**src/rtl/cmp_share_arbiter_pkg.sv**
```systemverilog
// cmp_share_pkg: shared types, defaults and the round-robin picker for cmp_share_arbiter
package cmp_share_pkg;

    localparam int DEF_WIDTH = 8;
    localparam int DEF_NREQ  = 4;
    localparam int MAX_NREQ  = 32;

    typedef enum logic [1:0] {IDLE, CMP, RESP} state_t;

    typedef struct packed {
        logic       found;
        logic [4:0] idx;
    } pick_t;

    // first valid requester at or after ptr, wrapping modulo nreq
    function automatic pick_t rr_pick(input logic [MAX_NREQ-1:0] valid, input logic [4:0] ptr, input logic [5:0] nreq);
        pick_t      p;
        logic [5:0] j;
        p = '0;
        for (int k = 0; k < MAX_NREQ; k++) begin
            j = {1'b0, ptr} + 6'(k);
            j = (j >= nreq) ? j - nreq : j;
            if (6'(k) < nreq && !p.found && valid[j[4:0]]) begin
                p.found = 1'b1;
                p.idx   = j[4:0];
            end
        end
        return p;
    endfunction

endpackage

```
**src/rtl/cmp_share_arbiter_if.sv**
```systemverilog
// cmp_share_arbiter_if: request/response bundle between compare clients and the shared comparator
interface cmp_share_arbiter_if #(
    parameter int WIDTH = cmp_share_pkg::DEF_WIDTH,
    parameter int NREQ  = cmp_share_pkg::DEF_NREQ,
    parameter int IDW   = $clog2(NREQ)
);
    logic [NREQ-1:0]       req_valid;
    logic [NREQ*WIDTH-1:0] req_a;
    logic [NREQ*WIDTH-1:0] req_b;
    logic [NREQ-1:0]       req_ready;
    logic                  rsp_valid;
    logic                  rsp_ready;
    logic [IDW-1:0]        rsp_id;
    logic                  rsp_equal;
    logic                  rsp_greater;
    logic                  rsp_less;
    logic                  err_onehot;

    modport master (
        output req_valid, req_a, req_b, rsp_ready,
        input  req_ready, rsp_valid, rsp_id, rsp_equal, rsp_greater, rsp_less, err_onehot
    );

    modport slave (
        input  req_valid, req_a, req_b, rsp_ready,
        output req_ready, rsp_valid, rsp_id, rsp_equal, rsp_greater, rsp_less, err_onehot
    );
endinterface

```
**src/rtl/cmp_share_arbiter_param_comparator.sv**
```systemverilog
// param_comparator: unsigned equal/greater/less of two WIDTH-bit operands
module param_comparator #(
    parameter int WIDTH = 8
) (
    input  logic [WIDTH-1:0] a_i,
    input  logic [WIDTH-1:0] b_i,
    output logic             eq_o,
    output logic             gt_o,
    output logic             lt_o
);
    assign eq_o = a_i == b_i;
    assign gt_o = a_i > b_i;
    assign lt_o = a_i < b_i;
endmodule

```
**src/rtl/cmp_share_arbiter.sv**
```systemverilog
// cmp_share_arbiter: round-robin share of one param_comparator among NREQ requesters
module cmp_share_arbiter
    import cmp_share_pkg::*;
#(
    parameter int WIDTH = DEF_WIDTH,
    parameter int NREQ  = DEF_NREQ
) (
    input logic              clk,
    input logic              rst,
    cmp_share_arbiter_if.slave bus
);
    localparam int IDW = $clog2(NREQ);

    state_t           state_q, state_d;
    logic [IDW-1:0]   rr_q, rr_d, id_q, id_d, rsp_id_q, rsp_id_d, win;
    logic [WIDTH-1:0] a_q, a_d, b_q, b_d;
    logic             rsp_valid_q, rsp_valid_d;
    logic             eq_q, eq_d, gt_q, gt_d, lt_q, lt_d, err_q, err_d;
    logic             c_eq, c_gt, c_lt;
    logic [NREQ-1:0]  req_ready;
    pick_t            pick;

    assign pick = rr_pick(32'(bus.req_valid), 5'(rr_q), 6'(NREQ));
    assign win  = IDW'(pick.idx);

    param_comparator #(.WIDTH(WIDTH)) u_cmp (
        .a_i  (a_q),
        .b_i  (b_q),
        .eq_o (c_eq),
        .gt_o (c_gt),
        .lt_o (c_lt)
    );

    assign bus.req_ready   = req_ready;
    assign bus.rsp_valid   = rsp_valid_q;
    assign bus.rsp_id      = rsp_id_q;
    assign bus.rsp_equal   = eq_q;
    assign bus.rsp_greater = gt_q;
    assign bus.rsp_less    = lt_q;
    assign bus.err_onehot  = err_q;

    // grant in IDLE (never while rst is high), capture the comparator result in CMP, hold it in RESP
    always_comb begin
        state_d     = state_q;
        rr_d        = rr_q;
        id_d        = id_q;
        a_d         = a_q;
        b_d         = b_q;
        rsp_valid_d = rsp_valid_q;
        rsp_id_d    = rsp_id_q;
        eq_d        = eq_q;
        gt_d        = gt_q;
        lt_d        = lt_q;
        err_d       = err_q;
        req_ready   = '0;
        case (state_q)
            IDLE: if (pick.found && !rst) begin
                req_ready[win] = 1'b1;
                a_d            = bus.req_a[win*WIDTH +: WIDTH];
                b_d            = bus.req_b[win*WIDTH +: WIDTH];
                id_d           = win;
                rr_d           = (win == IDW'(NREQ - 1)) ? '0 : win + 1'b1;
                state_d        = CMP;
            end
            CMP: begin
                eq_d        = c_eq;
                gt_d        = c_gt;
                lt_d        = c_lt;
                rsp_id_d    = id_q;
                rsp_valid_d = 1'b1;
                err_d       = err_q | !$onehot({c_eq, c_gt, c_lt});
                state_d     = RESP;
            end
            RESP: if (bus.rsp_ready) begin
                rsp_valid_d = 1'b0;
                state_d     = IDLE;
            end
            default: state_d = IDLE;
        endcase
    end

    // state registers; reset aborts any transaction in flight
    always_ff @(posedge clk or posedge rst) begin
        if (rst) begin
            state_q     <= IDLE;
            rr_q        <= '0;
            id_q        <= '0;
            a_q         <= '0;
            b_q         <= '0;
            rsp_valid_q <= 1'b0;
            rsp_id_q    <= '0;
            eq_q        <= 1'b0;
            gt_q        <= 1'b0;
            lt_q        <= 1'b0;
            err_q       <= 1'b0;
        end else begin
            state_q     <= state_d;
            rr_q        <= rr_d;
            id_q        <= id_d;
            a_q         <= a_d;
            b_q         <= b_d;
            rsp_valid_q <= rsp_valid_d;
            rsp_id_q    <= rsp_id_d;
            eq_q        <= eq_d;
            gt_q        <= gt_d;
            lt_q        <= lt_d;
            err_q       <= err_d;
        end
    end
endmodule

```
**src/flat_wrapper.sv**
```systemverilog
// flat-port wrapper written by rule: the top's interface ports become plain ports
module cmp_share_arbiter_flat import cmp_share_pkg::*;
#(
    parameter int WIDTH = DEF_WIDTH,
    parameter int NREQ  = DEF_NREQ
)
  (clk, rst, bus_req_valid, bus_req_a, bus_req_b, bus_rsp_ready, bus_req_ready, bus_rsp_valid, bus_rsp_id, bus_rsp_equal, bus_rsp_greater, bus_rsp_less, bus_err_onehot);
  cmp_share_arbiter_if #(.WIDTH(WIDTH), .NREQ(NREQ)) bus_i ();
  input logic clk;
  input logic rst;
  input wire logic [$bits(bus_i.req_valid)-1:0] bus_req_valid;
  input wire logic [$bits(bus_i.req_a)-1:0] bus_req_a;
  input wire logic [$bits(bus_i.req_b)-1:0] bus_req_b;
  input wire logic [$bits(bus_i.rsp_ready)-1:0] bus_rsp_ready;
  output wire logic [$bits(bus_i.req_ready)-1:0] bus_req_ready;
  output wire logic [$bits(bus_i.rsp_valid)-1:0] bus_rsp_valid;
  output wire logic [$bits(bus_i.rsp_id)-1:0] bus_rsp_id;
  output wire logic [$bits(bus_i.rsp_equal)-1:0] bus_rsp_equal;
  output wire logic [$bits(bus_i.rsp_greater)-1:0] bus_rsp_greater;
  output wire logic [$bits(bus_i.rsp_less)-1:0] bus_rsp_less;
  output wire logic [$bits(bus_i.err_onehot)-1:0] bus_err_onehot;
  assign bus_i.req_valid = bus_req_valid;
  assign bus_i.req_a = bus_req_a;
  assign bus_i.req_b = bus_req_b;
  assign bus_i.rsp_ready = bus_rsp_ready;
  assign bus_req_ready = bus_i.req_ready;
  assign bus_rsp_valid = bus_i.rsp_valid;
  assign bus_rsp_id = bus_i.rsp_id;
  assign bus_rsp_equal = bus_i.rsp_equal;
  assign bus_rsp_greater = bus_i.rsp_greater;
  assign bus_rsp_less = bus_i.rsp_less;
  assign bus_err_onehot = bus_i.err_onehot;
  cmp_share_arbiter #(.WIDTH(WIDTH), .NREQ(NREQ)) u_core (.clk(clk), .rst(rst), .bus(bus_i));
endmodule
```
**config.mk**
```make
export PLATFORM = sky130hd
export DESIGN_NAME = cmp_share_arbiter_flat
export DESIGN_NICKNAME = d
export VERILOG_FILES = /design/src/rtl/cmp_share_arbiter_pkg.sv /design/src/rtl/cmp_share_arbiter_if.sv /design/src/rtl/cmp_share_arbiter_param_comparator.sv /design/src/rtl/cmp_share_arbiter.sv /design/src/flat_wrapper.sv
export SDC_FILE = /design/constraint.sdc
export NUM_CORES = 1
export LEC_CHECK = 0
export CAP_MARGIN = 15
export CORE_ASPECT_RATIO = 1.2
export CORE_MARGIN = 1.5
export CORE_UTILIZATION = 41
export DETAILED_ROUTE_END_ITERATION = 10
export PLACE_DENSITY = 0.78
export SLEW_MARGIN = 20
export SYNTH_ARGS = -nofsm -noshare
export SYNTH_HDL_FRONTEND = slang
export SYNTH_SLANG_ARGS = --single-unit
```
**constraint.sdc**
```tcl
create_clock -name clk -period 2.6 [get_ports clk]
set_input_delay 0.52 -clock clk [delete_from_list [all_inputs] [get_ports clk]]
set_output_delay 0.52 -clock clk [all_outputs]
set_load 0.01 [all_outputs]
```
# After elaboration in Yosys (flattened, before gate mapping)
# Cells that the tools add are included.
[totals] reg_bits=29
[classes] addsub=10 magnitude_cmp=12 n_eq_ne=7 shift=2 n_mux=26 n_bitwise=1 reduce_logical=15
[op_table] op="variable part select 32 x 6 -> 8 bit" n=2
[op_table] op="< comparator 5 x 6 -> 1 bit, second input constant" n=4
[op_table] op="two-way mux 6 bit" n=4
[op_table] op="binary-select mux 1 bit (select 5 bit)" n=4
[op_table] op="two-way mux 5 bit" n=4
[op_table] op="greater-or-equal comparator 6 x 3 -> 1 bit, second input constant" n=3
[op_table] op="subtractor 5 x 3 -> 5 bit, second input constant" n=3
[op_table] op="equality test 8 bit" n=1
[op_table] op="> comparator 8 bit" n=1
[op_table] op="< comparator 8 bit" n=1
[op_table] op="two-way mux 4 bit" n=2
[op_table] op="adder 2 x 2 -> 3 bit, second input constant" n=2
[op_table] op="two-way mux 1 bit" n=6
[op_table] op="two-way mux 2 bit" n=3
[op_table] op="case mux 2 bit (3 select lines)" n=1
[op_table] op="AND reduction 2 bit" n=3
[op_table] op="logical AND 1 bit" n=5
[op_table] op="zero test 1 bit" n=5
[op_table] op="equality test 2 x 1 -> 1 bit, second input constant" n=2
[op_table] op="equality test 2 bit, second input constant" n=2
[op_table] op="subtractor 2 x 3 -> 4 bit, second input constant" n=1
[op_table] op="adder 2 x 1 -> 3 bit, second input constant" n=1
[op_table] op="greater-or-equal comparator 2 x 3 -> 1 bit, second input constant" n=1
[op_table] op="< comparator 2 x 3 -> 1 bit, second input constant" n=1
[op_table] op="other kinds (11)" n=11

# Longest topological paths before layout
# Gate-level depths: netlist of run 1.
[depth] ltp_word=20 ltp_mapped=13 depth_no_buf=10

# By module
# Synthesis of run 1 repeated with hierarchy kept, for this count alone.
[hier_totals] hier_cells=212 area_unflattened_um2=2268.4
[modules_own_cells] module="cmp_share_arbiter" n_inst=1 cells_per_inst=183 area_per_inst_um2=2043.2 seq_area_each_um2=725.7
[modules_own_cells] module="param_comparator" n_inst=1 cells_per_inst=29 area_per_inst_um2=225.2 seq_area_each_um2=0.0

# Worst setup path before layout of run 1
# No wires, ideal clock.
[synth_timing] kind="register to output" startpoint="register u_core.rr_q[0]" endpoint="output bus_req_ready[1]" t_arrival_ns=2.470 t_required_ns=2.080 slack_ns=-0.390 path_stages_with_launch=10 n_path_buf=2 path_cell_list="dfrtp_1 buf_6 inv_1 ha_1 or3_1 nand3_1 a21oi_1 a21oi_2 buf_4 nor3b_1"
[synth_between] elab_chain_cells=20
[synth_rtl] item="from (decl)" line_no="cmp_share_arbiter.sv:15" rtl="logic [IDW-1:0] rr_q, rr_d, id_q, id_d, rsp_id_q, rsp_id_d, win;"
[synth_rtl] item="from (signal assigned)" line_no="cmp_share_arbiter.sv:98" rtl="rr_q <= rr_d;"
[synth_rtl] item="parallel branches: the longest is 13 deep, another holds subtractor 5 x 3 -> 5 bit"
[synth_rtl] item="two-way mux 6 bit (*)" line_no="cmp_share_arbiter_pkg.sv:23" rtl="if (6'(k) < nreq && !p.found && valid[j[4:0]]) begin"
[synth_rtl] item="< comparator 2 x 3 -> 1 bit (not written as such) / greater-or-equal comparator 2 x 1 -> 1 bit (equally long branches)" line_no="cmp_share_arbiter.sv:58" rtl="req_ready[win] = 1'b1;"
[synth_rtl] item="logical AND 1 bit (not written as such)" line_no="cmp_share_arbiter.sv:58"
[synth_rtl] item="two-way mux 1 bit (not written as such)" line_no="cmp_share_arbiter.sv:58"
[synth_rtl] item="demux 1 bit (select 2 bit)"
[synth_rtl] item="two-way mux 4 bit (*)" line_no="cmp_share_arbiter.sv:57" rtl="IDLE: if (pick.found && !rst) begin"
[synth_rtl] item="two-way mux 4 bit (*)" line_no="cmp_share_arbiter.sv:56" rtl="case (state_q)"
[synth_rtl] item="to (decl)" line_no="flat_wrapper.sv:15" rtl="output wire logic [$bits(bus_i.req_ready)-1:0] bus_req_ready;"
# Mark *: on every way between the ends. The select of a mux whose other input is x is not followed.

# Worst setup path in the final report of run 1
[layout_timing] startpoint="register u_core.rr_q[0]" endpoint="output bus_req_ready[3]"
# Same word-level chain as after synthesis.

==> impl_metrics.toml, run 1 <==
[cts]
cts_made_buffers = 5
hold_buffers = 0
h-tree-depth = 2
root_buffer = "clkbuf_8"
cts_tree = "yes"
cts_sinks = 29
clk_pin_slew_worst_paths_ns = 0.06
clock_latency_ns = 0.29
clockBufferDepth = 2

[detailed_routing]
wl_per_cell_um = 15.5
drtPass1Iterations = 4
wl_mm = 5.98
drtAntennaViolNets = 0
drc = 0
vias = 1984
drt_iter0_drc = 34
vias_per_cell = 5.14

[timing]
period_share_pct = 114
rsz0062_at_grt = "true"
min_period_ns = 2.97
setup_ws_ns = -0.366
worst_pin_slew_ns = 0.454
finClkSkew_ns = 0.0103
finalHoldViolations = 0
max_slew_margin_pct = 69.7
slew_violations = 0
clock.fmax_mhz = 337
holdWs_ns = 0.495
finalSetupViolations = 10

[logic_synthesis]
synthMuxAreaShare_pct = 36.8
synthesis.nets = 280
synthCells = 196
synth_cell_types = 40
yosysSeqAreaShare_pct = 32.9
synthFlopType = "dfrtp_1"
ys_ff_latch = 29
synth_edf_count = 0
yosys-top-cells-area = "dfrtp_1 33%, mux2i_1 24%, mux2_2 11%, ha_1 7.4%, inv_1 2.5%"
synth_top_area_share_pct = 32.9
avgSynthCellArea_sq_um = 11.3
netlist_area_sq_mm = 0.00221
synth_xor_area_share_pct = 0
synthSimpleGateAreaFrac_pct = 7.99
synth_top_family_by_area = "multiplexers"
ys_warn_count = 0
synth_top_cell_by_area = "dfrtp_1"
synthArstFlopShare_pct = 100
synth_compound_area_share_pct = 8.16
synthAdderAreaFrac_pct = 7.37

[worst_setup_path]
crit_family = "buffers and inverters"
cp_cell_sequence = "buf_6 -> buf_6 -> mux2i_4 -> or3_4 -> buf_6 -> nand3_4 -> a22oi_2 -> buf_4 -> inv_4 -> ha_4 -> and2_4 -> buf_6"
reg2reg_slack_ns = -0.17
critPathBufInv = 6
slowest_stage = "dfrtp_2"
crit_type = "register to primary output"
start_kind = "register"
cp.required_ns = 2.08
cpMostUsedCell = "buf_6"
slowest_delay_ns = 0.47
arrival_ns = 2.45
cp-end-kind = "primary output"
crit_path_max_fanout = 6

[cells_and_area]
drive_gt1_share_pct = 34.9
finalInstanceArea_sq_mm = 0.00381
mostFrequentLayoutCell = "clkdlybuf4s50_1"
n_fill_cell = 368
fin_nets = 407
area_growth_pct = 72.5
antenna_cells = 0
layout_common_cells = "73 x clkdlybuf4s50_1, 50 x mux2i_1, 31 x buf_4, 27 x dfrtp_1, 14 x mux2_2"

[floorplan]
die_area_sq_mm = 0.00584
ios = 82
std_cell_rows = 29
dieHeight_um = 83.4
die_w_um = 70.0
start_util_pct = 42.3
core_region_area_sq_mm = 0.00523

[global_route]
grt_max_degree = 21
grt.busiest_layer = "met2"
first_global_vias = 2116
grt_pass1_wl_mm = 9.67
use_met3_pct = 4.98
grt-ovfl-total = 0
antenna_found_initial = 0
globalRouteMet2Util_pct = 37.7
met1_usage_pct = 23.0
grt.total_usage_pct = 20.6

[status]
outcome = "complete, but fails checks"
violations = "negative setup slack"

[placed_design]
gp_congestion = 0.856
dpl_cell_area_sq_mm = 0.00328
hpwl_mm = 4.22
port_buffers = 81

[power]
vdd_ir_drop_max_uv = 750
pwr_density_cell_mw_per_mm2 = 1460
leakage_nw = 1.79

[hold_path]
hold_class = "register to register"

[job]
maxCapViolations = 0
[area by class of cell]
class                      instances  area [sq um]  share of cell area [%]
sequential                        29           728                    19.1
clock inverter                     2          35.0                   0.920
tap                               62          77.6                    2.04
timing repair buffer             130          1310                    34.4
clock buffer                       6          72.6                    1.90
inverter                          16          66.3                    1.74
multi-input combinational        141          1520                    39.8
[routing by layer]
| layer | share of wire, % | routed length (um) |
|---|---|---|
| met2 | 54 | 3210 |
| met3 | 4.7 | 283 |
| met5 | 0 | 0 |
| met4 | 1.7 | 100 |
| met1 | 40 | 2380 |
[synthesized netlist by cell type (2+ instances only)]
library cell  count
inv_1            15
o21a_1            5
buf_6             2
buf_4             5
dfrtp_1          29
nor3_1            2
mux2_2           22
ha_1             13
mux4_2            2
a21oi_1           3
mux2i_1          52
nand2b_1          3
and3_1            2
o21ai_0           4
nand3_1           2
nand2_1           4
nor2_1            4
nand4_1           2
nor2b_1           2
and2_1            2
or3_1             2
[worst register-to-register path, cell delays in order, from the launching register on]
cell and delay [ns]:
dfrtp_2 0.47, buf_6 0.15, buf_6 0.11, mux2i_4 0.19, or3_4 0.41, buf_6 0.13, nand3_4 0.06, a22oi_2 0.07
buf_4 0.16, buf_4 0.15, buf_4 0.15, mux2i_1 0.20, mux2i_1 0.12, mux2_4 0.27
[sequential cells by signal, indices dropped and copies added, names as in the netlist]
| name | flops |
|---|---|
| u_core.a_q | 8 |
| u_core.b_q | 8 |
| u_core.bus.err_onehot | 1 |
| u_core.bus.rsp_equal | 1 |
| u_core.bus.rsp_greater | 1 |
| u_core.bus.rsp_id | 2 |
| u_core.bus.rsp_less | 1 |
| u_core.bus.rsp_valid | 1 |
| u_core.id_q | 2 |
| u_core.rr_q | 2 |
| u_core.state_q | 2 |
[path summary, 6_finish.rpt]
| path | start | cells past startpoint | to |
|---|---|---|---|
| max | u_core.rr_q[0] | 12 | bus_req_ready[3] |
| min | u_core.id_q[0] | 1 | u_core.id_q[0] |
| max reg2reg | u_core.rr_q[0] | 13 | u_core.a_q[7] |
| min reg2reg | u_core.id_q[0] | 1 | u_core.id_q[0] |
| max in group asynchronous | rst | 3 | u_core.a_q[4] |
| min in group asynchronous | rst | 2 | u_core.bus.rsp_greater |
[power by group]
group          switching, W  leakage (nW)  internal [W]  total [W]
clock              0.000176        0.0552      0.000284   0.000460
sequential         0.000134         0.344      0.000684   0.000818
combinational       0.00177          1.39       0.00250    0.00427
total               0.00208          1.79       0.00347    0.00555
[cell families after synthesis]
group | Yosys count
AOI/OAI and AO/OA | 23
adders and majority gates | 13
buffers and inverters | 26
DFF | 29
muxes | 76
and+or+nand+nor | 29
[metrics by stage]
stage | setup WS (ns) | total power (W) | util (%) | cells | setup TNS, ns
detailed placement | -0.951 | 0.00403 | 62.8 | 357 | -11.67
finish | -0.366 | 0.00555 | 72.9 | 386 | -1.92
global route | -0.461 | 0.00593 | 72.9 | 386 | -3.68
floorplan | -0.0796 | 0.00315 | - | 196 | -0.269
global placement | -0.884 | 0.00394 | 62.8 | 357 | -10.67
CTS | -0.338 | 0.00493 | 67.9 | 373 | -1.62
[repair_timing]
action                     4_1_cts  5_1_grt
resized for setup               50       23
pin swaps                        7        5
cloned                           0        3
setup buffers                    8       10
hold endpoints to repair         0        0
setup endpoints to repair       21       21
(Power assumes the default switching activity.)
==> run 2, diff against run 1 <==
- CORE_UTILIZATION: 41 -> 40
- PLACE_DENSITY: 0.78 -> 0.73
- clock period: 2.6 -> 3 ns (I/O delays scaled with it)
==> impl_metrics.toml, run 2 (synthesis results as in run 1) <==
[status]
outcome = "completed"

[cells_and_area]
antenna_cells = 0
register_area_sq_um = 727
layout_common_cells = "73 x clkdlybuf4s50_1, 50 x mux2i_1, 32 x buf_4, 28 x dfrtp_1, 20 x mux2_2"
n_fill_cell = 431
reg_top3 = "u_core.a_q (8), u_core.b_q (8)"
mostFrequentLayoutCell = "clkdlybuf4s50_1"
final_core_util_pct = 67.3
area_growth_pct = 61.4
fin_cells = 377
drive_gt1_share_pct = 33.7
multi_input_area_sq_mm = 0.00149
fin_nets = 398

[cts]
root_buffer = "clkbuf_8"
cts_made_buffers = 5
cts_sinks = 29
h-tree-depth = 2
clk_pin_slew_worst_paths_ns = 0.06
clock_latency_ns = 0.28
cts_tree = "yes"
clockBufferDepth = 2
hold_buffers = 0

[power]
finalPower_w = 0.00409
vdd_ir_drop_max_uv = 728
leakage_nw = 1.66
pwr_density_cell_mw_per_mm2 = 1150

[timing]
setup-tns-final_ns = 0
worst_pin_slew_ns = 0.396
finalSetupViolations = 0
min_period_ns = 2.99
max_slew_margin_pct = 73.6
rsz0062_at_grt = "true"
finClkSkew_ns = 0.00468
period_share_pct = 99.7
slew_violations = 0
finalHoldViolations = 0
clock.fmax_mhz = 334

[detailed_routing]
drt_iter0_drc = 51
vias = 1931
drc = 0
drtAntennaViolNets = 0
vias_per_cell = 5.12
wl_per_cell_um = 14.1
drtPass1Iterations = 4
wl_mm = 5.32

[global_route]
grt_pass1_wl_mm = 9.07
grt_max_degree = 30
first_global_vias = 1994
antenna_found_initial = 0
grt.total_usage_pct = 19.0
grt-ovfl-total = 0

[floorplan]
die_w_um = 70.8
die_area_sq_mm = 0.00598
std_cell_rows = 29
dieHeight_um = 84.4
ios = 82
start_util_pct = 41.7
core_region_area_sq_mm = 0.00530

[hold_path]
hold_class = "register to register"

[worst_setup_path]
crit_path_max_fanout = 5
crit_type = "register to primary output"
cp-end-kind = "primary output"
arrival_ns = 2.39
start_kind = "register"
cp.required_ns = 2.40

[job]
maxCapViolations = 0

[placed_design]
port_buffers = 81
gp_congestion = 0.793
placed_cells_incl_taps = 359
hpwl_mm = 4.02
## run 2: cell count changes in the layout (fill, tap and decap cells not counted), moves of 2 or more
cell / delta
mux2_2: +6
mux2_4: -6
buf_12: -3
buf_8: -3
clkbuf_16: -3
dlygate4sd2_1: -3
ha_1: -2
inv_2: +2
inv_4: -2
## run 2: layout make-up
type / instances / share of cell area, %
sequential: 29 / 20.4
inverter: 16 / 1.72
multi-input combinational: 141 / 41.7
clock inverter: 2 / 0.281
timing repair buffer: 121 / 31.7
clock buffer: 6 / 2.04
tap: 62 / 2.18
## run 2: path summary, 6_finish.rpt
kind	from	to	slack, ns	depth (start not counted)
worst max-delay path	u_core.rr_q[0]	bus_req_ready[3]	0.008	11
worst max register to register	u_core.rr_q[0]	u_core.a_q[5]	0.23	10
min in group asynchronous	rst	u_core.bus.rsp_less	0.72	3
worst min register to register	u_core.bus.err_onehot	u_core.bus.err_onehot	0.48	1
max in group asynchronous	rst	u_core.rr_q[0]	2.00	3
worst min-delay path	u_core.bus.err_onehot	u_core.bus.err_onehot	0.48	1
## run 2: repair_timing
action                                 4_1_cts  5_1_grt
setup endpoints to repair                    4        5
resized for setup                           56        9
setup buffers                               10        1
pin swaps                                   11        6
endpoints found under the hold margin        0        0
## run 2: power breakdown
part | total (W) | switching, W | leakage [nW] | internal (W)
clock | 0.000296 | 0.000136 | 0.0450 | 0.000160
combinational | 0.00310 | 0.00137 | 1.27 | 0.00173
sequential | 0.000690 | 0.0000992 | 0.345 | 0.000591
## run 2: layer usage
metal / wire length, um / GRT usage, % / up-vias / share of wire, %
met4: 83 / 6.69 / 0 / 1.6
li1: - / - / 943 / -
met5: 0 / 0 / - / 0
met2: 2750 / 34.3 / 53 / 52
met3: 275 / 3.84 / 8 / 5.2
met1: 2210 / 21.9 / 927 / 42
## run 2: critical path: stages, from the launching register on
cell	delay (ns)
dfrtp_2	0.45
buf_6	0.14
ha_4	0.16
nor2b_4	0.13
or3_4	0.40
nand3_4	0.11
buf_6	0.11
o32ai_4	0.09
buf_6	0.14
ha_4	0.15
and2_4	0.13
buf_6	0.11
## run 2: per-stage QoR
step	area (sq um)	worst slack, ns	hold slack (ns)
finish	3560	0.00760	0.479
global route	3560	-0.0959	0.519
CTS	3540	0.00124	0.485
detailed placement	3250	-0.650	0.457
global placement	3250	-0.600	0.470
floorplan	2210	0.0252	0.460
